===== src/rtl/cordic_job_arbiter.sv =====
// Round-robin arbiter sharing one CORDIC core between NUM_REQ requesters, one job in flight.
// Define CORDIC_ARB_STATS_EN to add saturating counters stat_jobs and stat_timeouts.
module cordic_job_arbiter #(
  parameter int unsigned NUM_REQ        = 2,
  parameter int unsigned FIXED_WIDTH    = 16,
  parameter int unsigned SHIFT_W        = 4,
  parameter int unsigned TIMEOUT_CYCLES = 64,
  localparam int unsigned IdW           = (NUM_REQ > 1) ? $clog2(NUM_REQ) : 1
) (
  input  logic                           clk,
  input  logic                           rst,
  input  logic [NUM_REQ-1:0]             req_valid,
  output logic [NUM_REQ-1:0]             req_ready,
  input  logic [2*NUM_REQ-1:0]           req_mode,
  input  logic [NUM_REQ-1:0]             req_rot,
  input  logic [SHIFT_W*NUM_REQ-1:0]     req_shift,
  input  logic [FIXED_WIDTH*NUM_REQ-1:0] req_a,
  input  logic [FIXED_WIDTH*NUM_REQ-1:0] req_b,
  output logic                           cor_start,
  output logic [1:0]                     cor_mode,
  output logic                           cor_rot,
  output logic [SHIFT_W-1:0]             cor_shift,
  output logic [FIXED_WIDTH-1:0]         cor_a,
  output logic [FIXED_WIDTH-1:0]         cor_b,
  input  logic [FIXED_WIDTH-1:0]         cor_out1,
  input  logic [FIXED_WIDTH-1:0]         cor_out2,
  input  logic                           cor_done,
  output logic                           rsp_valid,
  input  logic                           rsp_ready,
  output logic [IdW-1:0]                 rsp_id,
  output logic [FIXED_WIDTH-1:0]         rsp_out1,
  output logic [FIXED_WIDTH-1:0]         rsp_out2,
  output logic [1:0]                     rsp_err,
  output logic                           irq
`ifdef CORDIC_ARB_STATS_EN
  ,
  output logic [31:0]                    stat_jobs,
  output logic [15:0]                    stat_timeouts
`endif
);

  localparam int unsigned CandW = IdW + 1;
  localparam logic [CandW-1:0] NumReqC = CandW'(NUM_REQ);
  localparam int unsigned WdW = (TIMEOUT_CYCLES > 1) ? $clog2(TIMEOUT_CYCLES) : 1;
  localparam logic [WdW-1:0] WdLimit = WdW'(TIMEOUT_CYCLES - 1);

  typedef enum logic [1:0] {StIdle, StIssue, StBusy, StResp} state_e;

  state_e           state_q;
  logic [IdW-1:0]   rr_ptr_q;
  logic [WdW-1:0]   wd_q;

  logic [CandW-1:0]       cand;
  logic [IdW-1:0]         grant_idx;
  logic                   grant_found;
  logic [IdW-1:0]         next_ptr;
  logic [1:0]             sel_mode;
  logic                   sel_rot;
  logic [SHIFT_W-1:0]     sel_shift;
  logic [FIXED_WIDTH-1:0] sel_a;
  logic [FIXED_WIDTH-1:0] sel_b;

  // First valid requester at or after rr_ptr, wrapping around.
  always_comb begin
    grant_found = 1'b0;
    grant_idx   = '0;
    cand        = '0;
    for (int unsigned i = 0; i < NUM_REQ; i++) begin
      cand = {1'b0, rr_ptr_q} + CandW'(i);
      if (cand >= NumReqC) cand = cand - NumReqC;
      if (!grant_found && req_valid[cand[IdW-1:0]]) begin
        grant_found = 1'b1;
        grant_idx   = cand[IdW-1:0];
      end
    end
  end

  always_comb begin
    sel_mode  = '0;
    sel_rot   = 1'b0;
    sel_shift = '0;
    sel_a     = '0;
    sel_b     = '0;
    for (int unsigned i = 0; i < NUM_REQ; i++) begin
      if (grant_idx == IdW'(i)) begin
        sel_mode  = req_mode[2*i +: 2];
        sel_rot   = req_rot[i];
        sel_shift = req_shift[SHIFT_W*i +: SHIFT_W];
        sel_a     = req_a[FIXED_WIDTH*i +: FIXED_WIDTH];
        sel_b     = req_b[FIXED_WIDTH*i +: FIXED_WIDTH];
      end
    end
  end

  assign next_ptr = (grant_idx == IdW'(NUM_REQ - 1)) ? '0 : grant_idx + IdW'(1);

  always_comb begin
    req_ready = '0;
    if (state_q == StIdle && grant_found) req_ready[grant_idx] = 1'b1;
  end

  always_ff @(posedge clk) begin
    if (rst) begin
      state_q   <= StIdle;
      rr_ptr_q  <= '0;
      wd_q      <= '0;
      cor_start <= 1'b0;
      cor_mode  <= '0;
      cor_rot   <= 1'b0;
      cor_shift <= '0;
      cor_a     <= '0;
      cor_b     <= '0;
      rsp_valid <= 1'b0;
      rsp_id    <= '0;
      rsp_out1  <= '0;
      rsp_out2  <= '0;
      rsp_err   <= '0;
      irq       <= 1'b0;
    end else begin
      cor_start <= 1'b0;
      irq       <= 1'b0;
      unique case (state_q)
        StIdle: begin
          if (grant_found) begin
            rr_ptr_q  <= next_ptr;
            rsp_id    <= grant_idx;
            cor_mode  <= sel_mode;
            cor_rot   <= sel_rot;
            cor_shift <= sel_shift;
            cor_a     <= sel_a;
            cor_b     <= sel_b;
            if (sel_mode == 2'd3) begin
              // Reserved mode never reaches the core.
              rsp_err   <= 2'd2;
              rsp_out1  <= '0;
              rsp_out2  <= '0;
              rsp_valid <= 1'b1;
              irq       <= 1'b1;
              state_q   <= StResp;
            end else begin
              cor_start <= 1'b1;
              state_q   <= StIssue;
            end
          end
        end
        StIssue: begin
          wd_q    <= '0;
          state_q <= StBusy;
        end
        StBusy: begin
          if (cor_done) begin
            rsp_out1  <= cor_out1;
            rsp_out2  <= cor_out2;
            rsp_err   <= 2'd0;
            rsp_valid <= 1'b1;
            irq       <= 1'b1;
            state_q   <= StResp;
          end else if (wd_q == WdLimit) begin
            rsp_out1  <= '0;
            rsp_out2  <= '0;
            rsp_err   <= 2'd1;
            rsp_valid <= 1'b1;
            irq       <= 1'b1;
            state_q   <= StResp;
          end else begin
            wd_q <= wd_q + WdW'(1);
          end
        end
        StResp: begin
          if (rsp_ready) begin
            rsp_valid <= 1'b0;
            state_q   <= StIdle;
          end
        end
        default: state_q <= StIdle;
      endcase
    end
  end

`ifdef CORDIC_ARB_STATS_EN
  always_ff @(posedge clk) begin
    if (rst) begin
      stat_jobs     <= '0;
      stat_timeouts <= '0;
    end else if (rsp_valid && rsp_ready) begin
      if (rsp_err == 2'd0 && stat_jobs != '1) stat_jobs <= stat_jobs + 32'd1;
      if (rsp_err == 2'd1 && stat_timeouts != '1) stat_timeouts <= stat_timeouts + 16'd1;
    end
  end
`endif

endmodule

===== config.mk =====
export PLATFORM = sky130hd
export DESIGN_NAME = cordic_job_arbiter
export DESIGN_NICKNAME = d
export VERILOG_FILES = /design/src/rtl/cordic_job_arbiter.sv
export SDC_FILE = /design/constraint.sdc
export NUM_CORES = 1
export LEC_CHECK = 0
export ABC_CLOCK_PERIOD_IN_PS = 2100
export CAP_MARGIN = 40
export CORE_MARGIN = 4
export CORE_UTILIZATION = 41
export CTS_BUF_LIST = sky130_fd_sc_hd__clkbuf_2
export CTS_CLUSTER_DIAMETER = 40
export DETAILED_ROUTE_END_ITERATION = 10
export PLACE_DENSITY = 0.84
export SETUP_SLACK_MARGIN = 0.2
export SLEW_MARGIN = 20
export SYNTH_ARGS = -nofsm -noshare
export SYNTH_HDL_FRONTEND = slang
export SYNTH_SLANG_ARGS = --single-unit

===== constraint.sdc =====
create_clock -name clk -period 2.1 [get_ports clk]
set_input_delay 0.42 -clock clk [delete_from_list [all_inputs] [get_ports clk]]
set_output_delay 0.42 -clock clk [all_outputs]
set_load 0.01 [all_outputs]

==> results.json <==
{
  "status": "finished clean",
  "p_switching_uw": 2114,
  "synthTopCellsByArea": "dfxtp_1 (46%), nand2_1 (11%), mux2i_1 (8.6%)",
  "die_h_um": 103.5,
  "yosysSeqAreaShare": 0.4608,
  "p_per_area_nw_per_um2": 939.8,
  "tritoncts": "built",
  "synth.most_common_cell": "nand2_1",
  "clockRootBuffer": "clkbuf_2",
  "slowest_delay_ns": 0.62,
  "synthFlopType": "dfxtp_1",
  "slew-limit-headroom": 0.7180,
  "start_util": 0.4243,
  "r2r_slack_ns": 0.20,
  "crit_family": "buffers and inverters",
  "cap_violations": 0,
  "p_leak_uw": 0.003229,
  "wl_um": 12760,
  "dieArea_sq_um": 10700,
  "critical_path_buf_inv_count": 3,
  "critPathLaunch": "req_valid[1]",
  "grt.overflow.total": 0,
  "h-tree-depth": 3,
  "core_sq_um": 8806,
  "drt-pass1-iter-count": 4,
  "dp.cells": 716,
  "arrival_ns": 1.53,
  "clk_pin_slew_ns": 0.24,
  "critPathSlowestCell": "clkdlybuf4s50_1",
  "rr_worst_depth": 7,
  "netlist_top_cells_count": "nand2_1 (113), dfxtp_1 (86), a21oi_1 (44), a22oi_1 (37), mux2i_1 (32)",
  "grt_pass1_wl_um": 18420,
  "clockBufferDepth": 2,
  "final_hold_viol_count": 0,
  "pre_cts_ws_ns": -0.2583,
  "clkSinkCount": 86,
  "finalSetupViolCount": 0,
  "cts_hold_buf": 0,
  "finClkSkew_ns": 0.03941,
  "end_kind": "output pin",
  "min_period_over_period": 0.9288,
  "fin_ws_ns": 0.1496,
  "io_pins": 195,
  "finalMaxSlewViolations": 0,
  "cp_max_fo": 4,
  "diodes": 0,
  "ir_worst_vdd_mv": 0.5779,
  "synth_top_area_frac": 0.4608,
  "track_usage": 0.2177,
  "synth_edf_count": 0,
  "port_buffers": 194,
  "grt_pass1_vias": 3976,
  "syn-instance-count": 421,
  "post-route-drc-count": 0,
  "cp_cell_sequence": "clkdlybuf4s50_1, inv_1, nor3_4, buf_2",
  "combPwrFrac": 0.491,
  "path_class": "input pin to output pin",
  "vias_per_cell": 5.353,
  "syn_area_per_cell_sq_um": 8.874,
  "syn_nets": 543,
  "dpl.hpwl_um": 9169,
  "postLayoutCoreUtil": 0.7171,
  "layout-drive-gt1-share": 0.2006,
  "fin_crit_ns": 1.950,
  "start_kind": "input pin",
  "r2r-start": "state_q[1]$_SDFFE_PP0P_",
  "antenna_left": 0,
  "clkLatencyLatePin_ns": 0.51,
  "fin_nets": 755,
  "crit_cells": 4,
  "ys_warn_count": 0,
  "rows": 34,
  "r2r_end": "rsp_out2[0]$_SDFFE_PP0P_",
  "tightest_slew_ns": 0.4229,
  "antenna_found_initial": 0,
  "routed-via-count": 3993,
  "seqPwrFrac": 0.345,
  "p_clk_frac": 0.165,
  "post_drt_wl_per_cell_um": 17.11,
  "synthToLayoutAreaGrowth_pct": 69.02,
  "gp_congestion": 0.8342,
  "required_ns": 1.68,
  "p_int_uw": 3820,
  "swShare": 0.3563,
  "holdWs_ns": 0.2820,
  "netlist_area_sq_um": 3736,
  "final_cells": 746,
  "total_power_uw": 5934,
  "synthDistinctLibCells": 47,
  "rsz0062_at_grt": "true",
  "synthArstFlopShare": 0,
  "n_fill_cell": 629,
  "yosys.area.top_type": "dfxtp_1",
  "hold_class": "input pin to register",
  "cts_buffers": 9,
  "die_w_um": 103.5,
  "ys_ff_latch": 86,
  "max_freq_ghz": 0.5127,
  "drtIter0Drc": 146,
  "crit_path_end": "req_ready[1]",
  "grt_start_max_net_pins": 40
}
==> how the worst min path moves through the flow <==
stage                                    startpoint                   endpoint  slack [ns]  cells past startpoint
after floorplan                wd_q[5]$_SDFFE_PP0P_       wd_q[5]$_SDFFE_PP0P_        0.46                      2
after global placement    rsp_out1[14]$_SDFFE_PP0P_  rsp_out1[14]$_SDFFE_PP0P_        0.44                      2
after detailed placement  rsp_out1[14]$_SDFFE_PP0P_  rsp_out1[14]$_SDFFE_PP0P_        0.46                      2
after CTS                                       rst    state_q[0]$_SDFFE_PP0P_        0.25                      3
after global routing                            rst    state_q[0]$_SDFFE_PP0P_        0.26                      3
final                                           rst    state_q[0]$_SDFFE_PP0P_        0.28                      3
==> timing repair <==
action	in CTS	in global routing
cloned	1	2
gates resized for setup	87	58
endpoints found under the hold margin	0	0
setup endpoints to repair	88	66
buffers inserted	9	2
pin swaps	2	1
==> worst min-delay path, cell delays in order <==
cell and delay (ns):
buf_2 0.12, inv_2 0.12, o311a_1 0.13
==> metrics by stage <==
step           instance area (sq um)  TNS, ns
2_1_floorplan                   3736        0
3_3_place_gp                    5877   -6.835
3_5_place_dp                    5877   -9.585
4_1_cts                         6123        0
5_1_grt                         6315        0
6_report                        6315        0
==> flip-flops by register name, summed over array words and instances, names as in the netlist, 2 cells and up <==
register	count
cor_a	16
cor_b	16
cor_mode	2
cor_shift	4
rsp_err	2
rsp_out1	16
rsp_out2	16
state_q	2
wd_q	6
==> power by group through the flow <==
| stage | sequential [uW] | clock [uW] | combinational [uW] |
|---|---|---|---|
| floorplan | 2150 | 0 | 1430 |
| finish | 2040 | 978 | 2910 |
| detailed placement | 2060 | 0 | 2610 |
| global placement | 2040 | 0 | 2560 |
| CTS | 2030 | 1000 | 2760 |
| global route | 2070 | 1070 | 3110 |
==> per-layer routing <==
metal,vias up,GRT usage,part of all wire
met5,-,0,0
met4,0,0.07769,0.020
met3,22,0.07847,0.11
met2,178,0.3892,0.50
met1,1887,0.2357,0.38
li1,1906,-,-
==> layout make-up <==
type	count	area, sq um	area share
Clock inverter	5	81.33	0.01288
Timing Repair Buffer	231	2345	0.3713
Tap cell	108	135.1	0.02140
Sequential cell	86	1787	0.2829
Multi-Input combinational cell	300	1888	0.2990
Clock buffer	11	55.05	0.008718
Inverter	5	23.77	0.003765
==> kinds of logic after synthesis <==
| family | Yosys count | share of synthesized area |
|---|---|---|
| compound gates | 109 | 0.2086 |
| xor+xnor | 1 | 0.002345 |
| fa+ha+maj | 6 | 0.02009 |
| buf+inv | 35 | 0.04621 |
| flops | 86 | 0.4608 |
| mux | 33 | 0.08875 |
| simple gates | 151 | 0.1731 |
==> cells in the final DEF, fill, tap and decap left out, drive strengths merged, types with 5 or more instances in the layout <==
cell type and count:
nand3 5, a22oi 39, ha 6, dlygate4sd2 35
nor2b 5, o21ai 6, nor2 11, inv 6
buf 38, a21oi 44, clkbuf 13, mux2i 32
clkdlybuf4s50 117, dlymetal6s2s 39, dfxtp 86, nand2 113
No activity file was read; power rests on OpenSTA's default activity.
